File: config.mk
export PLATFORM = sky130hd
export DESIGN_NAME = led_disp_sched
export DESIGN_NICKNAME = d
export VERILOG_FILES = /design/src/rtl/led_disp_sched.sv
export SDC_FILE = /design/constraint.sdc
export NUM_CORES = 1
export LEC_CHECK = 0
export ABC_AREA = 1
export BUFFER_PORTS_ARGS = -buffer_cell sky130_fd_sc_hd__buf_2
export CAP_MARGIN = 10
export CORE_MARGIN = 4
export CORE_UTILIZATION = 35
export CTS_CLUSTER_SIZE = 25
export DETAILED_ROUTE_END_ITERATION = 16
export PLACE_DENSITY = 0.64
export SLEW_MARGIN = 20
export SYNTH_ARGS = -nofsm -noshare
export SYNTH_HDL_FRONTEND = slang
export SYNTH_SLANG_ARGS = --single-unit
File: constraint.sdc
create_clock -name clk_i -period 2.1 [get_ports clk_i]
set_input_delay 0.105 -clock clk_i [delete_from_list [all_inputs] [get_ports clk_i]]
set_output_delay 0.105 -clock clk_i [all_outputs]
set_load 0.005 [all_outputs]
File: src/rtl/led_disp_sched.sv
`default_nettype none
// ============================================================================
// Module      : led_disp_sched
// Description : Round-robin display scheduler with minimum dwell and urgent
//               preemption. It shares the 8-LED bank and the seven-segment
//               digit among NUM_REQ requesters.
//               Optional macro LED_SCHED_URGENT_DP_EN: the DP segment is lit
//               while the current grant was won through the urgent path.
// Revision    : 1.0 - initial release
// ============================================================================
module led_disp_sched #(
    parameter int   NUM_REQ      = 4,
    parameter int   DWELL_CYCLES = 125_000_000,
    parameter logic LED_POLARITY = 1'b1
) (
    input  logic                 clk_i,
    input  logic                 rst_i,
    input  logic [NUM_REQ-1:0]   req_i,
    input  logic [NUM_REQ-1:0]   urgent_i,
    input  logic [NUM_REQ*8-1:0] led_data_i,
    input  logic [NUM_REQ*8-1:0] seg_data_i,
    output logic [NUM_REQ-1:0]   gnt_o,
    output logic [2:0]           owner_o,
    output logic [7:0]           led_display_o,
    output logic [7:0]           seg_display_o
);

    localparam int              CW          = (DWELL_CYCLES > 1) ? $clog2(DWELL_CYCLES) : 1;
    localparam logic [CW-1:0]   c_dwell_max = CW'(DWELL_CYCLES - 1);
    localparam logic [7:0]      c_blank     = {8{~LED_POLARITY}};

    typedef enum logic [1:0] {
        IDLE    = 2'd0,
        OWN     = 2'd1,
        HANDOFF = 2'd2
    } state_t;

    state_t               r_state;
    state_t               w_next_state;
    logic [NUM_REQ-1:0]   r_gnt;
    logic [2:0]           r_owner;
    logic [2:0]           r_last_owner;
    logic [CW-1:0]        r_dwell;
    logic [7:0]           r_led;
    logic [7:0]           r_seg;

    logic [NUM_REQ-1:0]   w_urg;
    logic [NUM_REQ-1:0]   w_pick_oh;
    logic [2:0]           w_pick;
    logic [2:0]           w_urg_pick;
    logic [2:0]           w_rr_low;
    logic [2:0]           w_rr_high;
    logic                 w_rr_high_found;
    logic                 w_any_req;
    logic                 w_sat;
    logic                 w_own_req;
    logic                 w_own_urg;
    logic                 w_other_req;
    logic                 w_other_urg;
    logic                 w_exit;
    logic                 w_do_grant;
    logic [7:0]           w_led_sel;
    logic [7:0]           w_seg_sel;
    logic [7:0]           w_seg_next;

    assign w_urg       = req_i & urgent_i;
    assign w_any_req   = |req_i;
    assign w_sat       = (r_dwell == c_dwell_max);
    assign w_own_req   = |(req_i & r_gnt);
    assign w_own_urg   = |(urgent_i & r_gnt);
    assign w_other_req = |(req_i & ~r_gnt);
    assign w_other_urg = |(w_urg & ~r_gnt);
    assign w_exit      = !w_own_req || (w_sat && w_other_req) || (w_other_urg && !w_own_urg);

    // Round-robin = lowest requester above last_owner, else lowest overall.
    always_comb begin
        w_urg_pick      = '0;
        w_rr_low        = '0;
        w_rr_high       = '0;
        w_rr_high_found = 1'b0;
        for (int j = NUM_REQ - 1; j >= 0; j--) begin
            if (w_urg[j]) begin
                w_urg_pick = 3'(j);
            end
            if (req_i[j]) begin
                w_rr_low = 3'(j);
            end
            if (req_i[j] && (j > int'(r_last_owner))) begin
                w_rr_high       = 3'(j);
                w_rr_high_found = 1'b1;
            end
        end
        w_pick = w_rr_low;
        if (|w_urg) begin
            w_pick = w_urg_pick;
        end else if (w_rr_high_found) begin
            w_pick = w_rr_high;
        end
    end

    always_comb begin
        w_pick_oh = '0;
        w_led_sel = '0;
        w_seg_sel = '0;
        for (int j = 0; j < NUM_REQ; j++) begin
            w_pick_oh[j] = (w_pick == 3'(j));
            if (r_owner == 3'(j)) begin
                w_led_sel = led_data_i[j*8 +: 8];
                w_seg_sel = seg_data_i[j*8 +: 8];
            end
        end
    end

    always_comb begin
        w_next_state = r_state;
        w_do_grant   = 1'b0;
        case (r_state)
            IDLE, HANDOFF: begin
                if (w_any_req) begin
                    w_next_state = OWN;
                    w_do_grant   = 1'b1;
                end else begin
                    w_next_state = IDLE;
                end
            end
            OWN: begin
                if (w_exit) begin
                    w_next_state = HANDOFF;
                end
            end
            default: w_next_state = IDLE;
        endcase
    end

`ifdef LED_SCHED_URGENT_DP_EN
    logic r_urgent_grant;

    always_ff @(posedge clk_i) begin
        if (rst_i) begin
            r_urgent_grant <= 1'b0;
        end else if (w_do_grant) begin
            r_urgent_grant <= |w_urg;
        end else if (w_next_state != OWN) begin
            r_urgent_grant <= 1'b0;
        end
    end

    always_comb begin
        w_seg_next = w_seg_sel ^ c_blank;
        if (r_urgent_grant) begin
            w_seg_next[7] = LED_POLARITY;
        end
    end
`else
    always_comb begin
        w_seg_next = w_seg_sel ^ c_blank;
    end
`endif

    always_ff @(posedge clk_i) begin
        if (rst_i) begin
            r_state      <= IDLE;
            r_gnt        <= '0;
            r_owner      <= '0;
            r_last_owner <= 3'(NUM_REQ - 1);
            r_dwell      <= '0;
            r_led        <= c_blank;
            r_seg        <= c_blank;
        end else begin
            r_state <= w_next_state;
            if (w_do_grant) begin
                r_gnt        <= w_pick_oh;
                r_owner      <= w_pick;
                r_last_owner <= w_pick;
                r_dwell      <= '0;
            end else if (w_next_state != OWN) begin
                r_gnt   <= '0;
                r_dwell <= '0;
            end else if (!w_sat) begin
                r_dwell <= r_dwell + CW'(1);
            end
            // Data shows one cycle after the grant and blanks with it on exit.
            if ((r_state == OWN) && (w_next_state == OWN)) begin
                r_led <= w_led_sel ^ c_blank;
                r_seg <= w_seg_next;
            end else begin
                r_led <= c_blank;
                r_seg <= c_blank;
            end
        end
    end

    assign gnt_o         = r_gnt;
    assign owner_o       = r_owner;
    assign led_display_o = r_led;
    assign seg_display_o = r_seg;

endmodule
`default_nettype wire

==> impl_metrics.csv, run 1 <==
group,metric,value,unit
outcome,outcome,"complete, no violations",
synth,synthesis.nets,566,
synth,synth_top_area_share,34.6,%
floorplanning,core,8380,um2
synth,ys_ff_latch,53,
synth,yosysUniqueCellTypes,29,
route,viasPerCell,4.79,
floorplanning,start_util,36.6,%
timing,grt_setup_unrepaired,"no",
synth,ys_warn_count,0,
timing,hold_viol_final,0,
route,dr_total_vias,3297,
synth,synth_area_leader_cell,"dfxtp_1",
clock_tree,cts-htree-levels,2,
global_routing,grt_overflow,0,
clock_tree,root_buffer,"clkbuf_8",
finish,final_area,3720,um2
clock_tree,clk_pin_slew,0.10,ns
pwr,powerDensity,534,nW/um2
finish,area_delta_synth_final,21.5,%
synth,syn_avg_cell_area,6.24,um2
timing,finalClockSkew,0.0102,ns
place,place_area,3620,um2
pwr,peakVddDrop,0.000335,V
timing,worst_slew_pin_slew,1.03,ns
clock_tree,post_cts_buffers,0,
synth,ys_seq_area_share,34.6,%
timing,maxSlewViolCount,0,
synth,syn_inst,491,
timing,max_slew_margin,30.8,%
place,portBuffers,95,
route,drt_iter0_markers,263,
floorplanning,io_pins,97,
hold_path,hp-class,"in2reg",
timing,finalSetupTns,0,ns
place,dp_hpwl,6760,um
hold_path,hold_depth,2,
finish,final_common_cell,"nand2_1",
finish,antenna_cells,0,
place,dp_cells,681,
route,dr.pass1.iters,4,
route,drc,0,
global_routing,grt_antenna_before_repair,0,
clock_tree,cts_tree,"built",
clock_tree,cts_hold_buf,0,
worst_setup_path,crit_required,2.30,ns
clock_tree,cts-resized-gates,0,
clock_tree,clk_path_buf_depth,2,
worst_setup_path,end_kind,"register",
worst_setup_path,critPathKind,"reg2reg",
floorplanning,design.die.area,10300,um2
timing,setup_violations,0,
place,gp_congestion,0.891,
synth,synth_edf_count,0,
synth,synth_async_sr_flop_share,0,%
finish,nets,658,
finish,final_cell_mix,"nand2_1, buf_2, nor2_1, inv_1, dfxtp_1",
synth,synthFlopType,"dfxtp_1",
timing,post-route-period-util,89.9,%
finish,layout-drive-gt1-share,20.0,%
timing,clock.fmax,530,MHz
route,ant_nets,0,
global_routing,grt.total_usage,16.4,%
clock_tree,cts.sinks,53,
clock_tree,clk_latency,0.31,ns
floorplanning,die_h,102,um
global_routing,grt_pass1_vias,3062,
clock_tree,cts_buffers,5,
worst_setup_path,reg2regPathDepth,9,
synth,synth_area,3070,um2
global_routing,grt_pass1_wl,13800,um
timing,finalCriticalPeriod,1.89,ns
worst_setup_path,cp-start-kind,"register",
finish,fin_cells,689,
pwr,leakage,1.70,nW
finish,final_util,44.4,%
floorplanning,die_x,102,um
floorplanning,placementRows,33,
worst_setup_path,critical_path_arrival,2.09,ns
pwr,p_total,1.99,mW
worst_setup_path,critPathMaxFanout,29,
job,maxCapViolCount,0,
route,drt_wl_total,8240,um
synth,synth_area_leaders,"dfxtp_1, nand2_1, nor2_1",
global_routing,grt_max_degree,30,
route,drt-wirelength-per-cell,12.0,um
## critical path, stage by stage, from the launching register on
cell	delay [ns]
dfxtp_1	0.40
ha_1	0.26
inv_2	0.08
nor2_4	0.20
nand2_1	0.09
nor2_2	0.16
nand3_2	0.16
nand3_4	0.13
buf_12	0.18
o21ai_0	0.09
## cells by family (layout without fill, tap and decap cells)
logic type	count (synthesis)	after routing	share of synthesized area (%)
fa+ha+maj	1	1	0.408
xor+xnor	17	17	4.86
other cells	1	1	0.122
flops	53	53	34.6
compound gates	45	45	7.67
buf+inv	72	165	10.0
simple gates	302	302	42.3
## final timing paths
| check | start | to | slack (ns) |
|---|---|---|---|
| max | r_dwell[1] | r_state[0] | 0.21 |
| min | rst_i | owner_o[0] | 0.04 |
| max reg2reg | r_dwell[1] | r_state[0] | 0.21 |
| min reg2reg | r_last_owner[0] | r_last_owner[0] | 0.53 |
## cell type report
class,instances,area (um2)
clock buffers,6,82.6
fillers,877,4660
repair buffers,99,518
flip-flops and latches,53,1060
clock inverters,2,17.5
inverters,58,218
multi-input cells,366,1700
well taps,105,131
## where the power goes
group	leakage (nW)	switching (mW)	internal, mW
Clock	0.0518	0.351	0.274
Sequential	0.429	0.0187	1.02
Combinational	1.22	0.183	0.137
## cell usage after synthesis, types with 2 or more instances
cell      number
a21oi_1        6
buf_2          3
buf_6          4
clkbuf_1       5
dfxtp_1       53
inv_1         57
nand2_1      136
nand3_1       44
nand3b_1       2
nand4_1       18
nor2_1        82
nor2_2         4
nor3_1        12
o21ai_0       35
xnor2_1        3
xor2_1        14
## state kept, by name (all words and copies together) (netlist names)
register / flops
seg_display_o: 8
r_state: 2
owner_o: 2
gnt_o: 4
r_dwell: 27
led_display_o: 8
r_last_owner: 2
## metrics by stage
step	hold WS (ns)	setup slack (ns)
after floorplan	0.174	0.465
after global placement	0.372	0.275
after detailed placement	0.376	0.223
after CTS	0.0471	0.207
after global routing	0.0617	0.0329
final	0.0442	0.212
## layer usage
layer / GRT usage (%) / vias to the layer above / share of wire, % / wire (um)
li1: - / 1739 / - / -
met1: 20.9 / 1410 / 43 / 3550
met2: 26.4 / 134 / 45 / 3710
met3: 5.37 / 14 / 10 / 829
met4: 4.60 / 0 / 1.8 / 147
met5: 0 / - / 0 / 0
Power figures use the tool's default switching activity.
==> run 2: changes to the inputs <==
CORE_ASPECT_RATIO = 0.7   (was default)
SLEW_MARGIN = default   (was 20)
==> impl_metrics.csv, run 2 (synthesis gave the netlist of run 1 again) <==
group,metric,value,unit
timing,post-route-period-util,89.3,%
place,dp_hpwl,6950,um
timing,max_slew_margin,38.5,%
clock_tree,root_buffer,"clkbuf_16",
finish,final_cell_mix,"nand2_1, buf_2, nor2_1, inv_1, dfxtp_1",
finish,layout.area.seq,1060,um2
clock_tree,cts-resized-gates,0,
clock_tree,clk_latency,0.29,ns
pwr,leakage,1.74,nW
floorplanning,die_h,86.3,um
finish,final_common_cell,"nand2_1",
global_routing,grt_antenna_before_repair,0,
clock_tree,clk_path_buf_depth,2,
clock_tree,cts_buffers,5,
place,dp_cells,701,
worst_setup_path,reg2regPathDepth,9,
floorplanning,die_x,120,um
route,dr.pass1.iters,5,
finish,antenna_cells,0,
global_routing,grt.total_usage,16.5,%
timing,finalClockSkew,0.00853,ns
timing,finalCriticalPeriod,1.87,ns
outcome,outcome,"complete, no violations",
finish,fin_cells,709,
finish,nets,663,
worst_setup_path,regToRegSetupSlack,0.23,ns
job,maxCapViolCount,0,
hold_path,hp-class,"in2reg",
finish,multi_input_area,1700,um2
pwr,peakVddDrop,0.000317,V
worst_setup_path,crit_required,2.28,ns
finish,fillCellCount,888,
floorplanning,start_util,36.2,%
global_routing,grt_util_met3,3.20,%
route,ant_nets,0,
worst_setup_path,critPathKind,"reg2reg",
clock_tree,cts.sinks,53,
clock_tree,clk_pin_slew,0.06,ns
worst_setup_path,critPathMaxFanout,15,
route,drt-wirelength-per-cell,12.0,um
place,portBuffers,95,
timing,hold_viol_final,0,
hold_path,hold_depth,2,
worst_setup_path,cp-start-kind,"register",
timing,clock.fmax,533,MHz
timing,finalSetupTns,0,ns
global_routing,grt_max_degree,21,
global_routing,met2_usage,26.5,%
global_routing,grt_pass1_wl,14300,um
finish,largest_reg_flops,27,
global_routing,grt.met1_usage,23.3,%
global_routing,grt_pass1_vias,3122,
clock_tree,cts_tree,"built",
finish,regMostFlops,"r_dwell",
timing,grt_setup_unrepaired,"no",
finish,layout-drive-gt1-share,20.4,%
floorplanning,placementRows,28,
finish,area_delta_synth_final,24.7,%
timing,setup_violations,0,
clock_tree,post_cts_buffers,0,
timing,maxSlewViolCount,0,
worst_setup_path,critical_path_arrival,2.05,ns
route,drc,0,
floorplanning,io_pins,97,
clock_tree,cts_hold_buf,0,
pwr,powerDensity,566,nW/um2
floorplanning,design.die.area,10300,um2
pwr,p_total,2.16,mW
place,gp_congestion,0.968,
clock_tree,cts-htree-levels,2,
route,drt_wl_total,8500,um
timing,worst_slew_pin_slew,0.919,ns
worst_setup_path,end_kind,"register",
global_routing,grt_overflow,0,
route,dr_total_vias,3408,
floorplanning,core,8480,um2
route,viasPerCell,4.81,
route,drt_iter0_markers,257,
global_routing,busiest_layer,"met2",
[run 2: layout make-up]
cell class                      count  area share, %
Clock buffer                        7           3.47
Timing Repair Buffer              104           14.5
Sequential cell                    53           27.8
Inverter                           58           5.70
Tap cell                          120           3.93
Multi-Input combinational cell    366           44.4
Clock inverter                      1          0.196
[run 2: where the power goes]
| group | switching, mW | internal [mW] | leakage, nW |
|---|---|---|---|
| logic | 0.188 | 0.142 | 1.25 |
| registers | 0.0155 | 1.03 | 0.429 |
| clock network | 0.347 | 0.443 | 0.0641 |
[run 2: critical path, stage by stage, from the launching register on]
cell,delay (ns)
dfxtp_1,0.38
ha_1,0.26
inv_2,0.08
nor2_4,0.11
nand2_1,0.06
nor2_2,0.16
nand3_2,0.17
nand3_4,0.24
buf_4,0.24
nor2_1,0.07
[run 2: per-layer routing]
layer  vias to the layer above  wire length, um
met3                        13              544
li1                       1751                -
met1                      1519             4110
met5                         -                0
met4                         0               93
met2                       125             3750
[run 2: worst paths after layout]
check / to / start
setup / recovery: r_dwell[18] / r_dwell[0]
hold / removal: owner_o[0] / rst_i
setup reg to reg: r_dwell[18] / r_dwell[0]
hold reg to reg: owner_o[0] / owner_o[0]
[run 2: per-stage QoR]
step / instance area [um2] / hold WS (ns) / util, % / setup WS, ns
after global placement: 3680 / 0.345 / 43.4 / 0.302
after floorplan: 3070 / 0.174 / - / 0.465
after CTS: 3820 / 0.0446 / 45.1 / 0.199
after global routing: 3820 / 0.0574 / 45.1 / 0.00703
after detailed placement: 3680 / 0.347 / 43.4 / 0.202
final: 3820 / 0.0457 / 45.1 / 0.225
==> run 3: changes to the inputs <==
HOLD_SLACK_MARGIN = 0.05   (was default)
==> impl_metrics.csv, run 3 (synthesis gave the netlist of run 1 again) <==
group,metric,value,unit
timing,finalCriticalPeriod,1.87,ns
route,dr.pass1.iters,5,
place,portBuffers,95,
pwr,leakage,1.74,nW
finish,largest_reg_flops,27,
clock_tree,clk_latency,0.29,ns
timing,setup_violations,0,
worst_setup_path,reg2regPathDepth,9,
route,drt-wirelength-per-cell,12.0,um
finish,layout-drive-gt1-share,20.3,%
finish,area_delta_synth_final,25.0,%
global_routing,grt_max_degree,21,
floorplanning,core,8480,um2
worst_setup_path,crit_chain,"ha_1, inv_2, nor2_4, nand2_1, nor2_2, nand3_2, nand3_4, buf_4, nor2_1",
global_routing,grt_antenna_before_repair,0,
timing,clock.fmax,534,MHz
hold_path,hold_depth,3,
job,maxCapViolCount,0,
place,dp_hpwl,6950,um
timing,hold_viol_final,0,
floorplanning,die_x,120,um
worst_setup_path,regToRegSetupSlack,0.23,ns
hold_path,hp-class,"in2reg",
clock_tree,cts-htree-levels,2,
worst_setup_path,timing.rr.end,"r_dwell[18]",
worst_setup_path,r2r_start,"r_dwell[0]",
hold_path,hold_start,"seg_data_i[26]",
worst_setup_path,critical_path_arrival,2.05,ns
worst_setup_path,crit_required,2.28,ns
hold_path,holdPathEnd,"seg_display_o[2]",
worst_setup_path,path_delay_family,"simple AND/OR/NAND/NOR gates",
finish,final_area,3830,um2
finish,final_cell_mix,"nand2_1, buf_2, nor2_1, inv_1, dfxtp_1",
worst_setup_path,crit_cells,9,
clock_tree,cts_buffers,5,
outcome,outcome,"complete, no violations",
worst_setup_path,cpPeakStageDelay,0.38,ns
global_routing,grt.total_usage,16.6,%
worst_setup_path,path_buf_inv,2,
timing,finalSetupTns,0,ns
finish,nets,664,
worst_setup_path,cp-start-kind,"register",
worst_setup_path,cpMaxStageDelayCell,"dfxtp_1",
floorplanning,placementRows,28,
timing,worst_slew_pin_slew,0.946,ns
worst_setup_path,critPathKind,"reg2reg",
timing,grt_setup_unrepaired,"no",
route,drt_wl_total,8540,um
global_routing,grt_pass1_wl,14300,um
global_routing,grt_overflow,0,
route,drt_iter0_markers,267,
floorplanning,design.die.area,10300,um2
clock_tree,clk_pin_slew,0.06,ns
clock_tree,clk_path_buf_depth,2,
finish,final_common_cell,"nand2_1",
clock_tree,cts-resized-gates,0,
timing,finalClockSkew,0.00923,ns
worst_setup_path,end_kind,"register",
route,viasPerCell,4.81,
finish,fillCellCount,887,
pwr,powerDensity,565,nW/um2
worst_setup_path,critPathMaxFanout,15,
route,drc,0,
clock_tree,root_buffer,"clkbuf_16",
pwr,peakVddDrop,0.000318,V
route,dr_total_vias,3412,
global_routing,grt_pass1_vias,3123,
floorplanning,start_util,36.2,%
clock_tree,cts.sinks,53,
timing,max_slew_margin,36.7,%
timing,post-route-period-util,89.1,%
timing,holdWs,0.0969,ns
clock_tree,cts_tree,"built",
place,gp_congestion,0.968,
floorplanning,io_pins,97,
finish,antenna_cells,0,
route,ant_nets,0,
finish,regMostFlops,"r_dwell",
place,place_area,3680,um2
floorplanning,die_h,86.3,um
timing,maxSlewViolCount,0,
## run 3: cell types whose count changed in the layout (fill, tap and decap cells not counted), sizes merged
cell         before  now
dlygate4sd3       0    1
## run 3: power by group
group,leakage [nW],switching [mW],internal (mW),total (mW)
combinational,1.25,0.189,0.143,0.332
clock,0.0641,0.350,0.443,0.793
sequential,0.429,0.0156,1.03,1.04
## run 3: metal layers
| metal | vias up | routed length (um) | share of wire (%) | global-route usage (%) |
|---|---|---|---|---|
| met5 | - | 0 | 0 | 0 |
| met4 | 0 | 66 | 0.77 | 3.22 |
| met3 | 7 | 536 | 6.3 | 3.07 |
| met2 | 121 | 3820 | 45 | 26.7 |
| met1 | 1531 | 4120 | 48 | 23.4 |
| li1 | 1753 | - | - | - |
## run 3: area by class of cell
class | instances | area [um2] | area share (%)
Sequential cell | 53 | 1060 | 27.7
Clock inverter | 1 | 7.51 | 0.196
Inverter | 58 | 218 | 5.68
Clock buffer | 7 | 133 | 3.46
Timing Repair Buffer | 105 | 566 | 14.8
Tap cell | 120 | 150 | 3.92
Multi-Input combinational cell | 366 | 1700 | 44.3
## run 3: through the flow
stage	power, mW	utilization (%)	cells	worst slack [ns]
final	2.17	45.2	710	0.228
after global routing	2.28	45.2	710	0.00703
after CTS	2.19	45.2	710	0.199
after detailed placement	1.39	43.4	701	0.202
after global placement	1.39	43.4	701	0.302
after floorplan	1.26	-	491	0.465
## run 3: what timing repair did
item,CTS,global route
buffers inserted,0,0
hold buffers,1,0
endpoints found under the hold margin,1,0
## run 3: how the worst max path moves through the flow
| stage | from | slack (ns) | end |
|---|---|---|---|
| after global placement | r_dwell[1] | 0.30 | r_dwell[14] |
| final | r_dwell[0] | 0.23 | r_dwell[18] |
| after floorplan | r_dwell[0] | 0.46 | r_dwell[10] |
| after CTS | r_dwell[1] | 0.20 | r_dwell[14] |
| after global routing | r_dwell[1] | 0.007 | r_dwell[22] |
| after detailed placement | r_dwell[1] | 0.20 | r_dwell[14] |
## run 3: tightest hold or removal path: stages
cell	delay (ns)
buf_2	0.07
o21ai_0	0.07
nor2_1	0.09
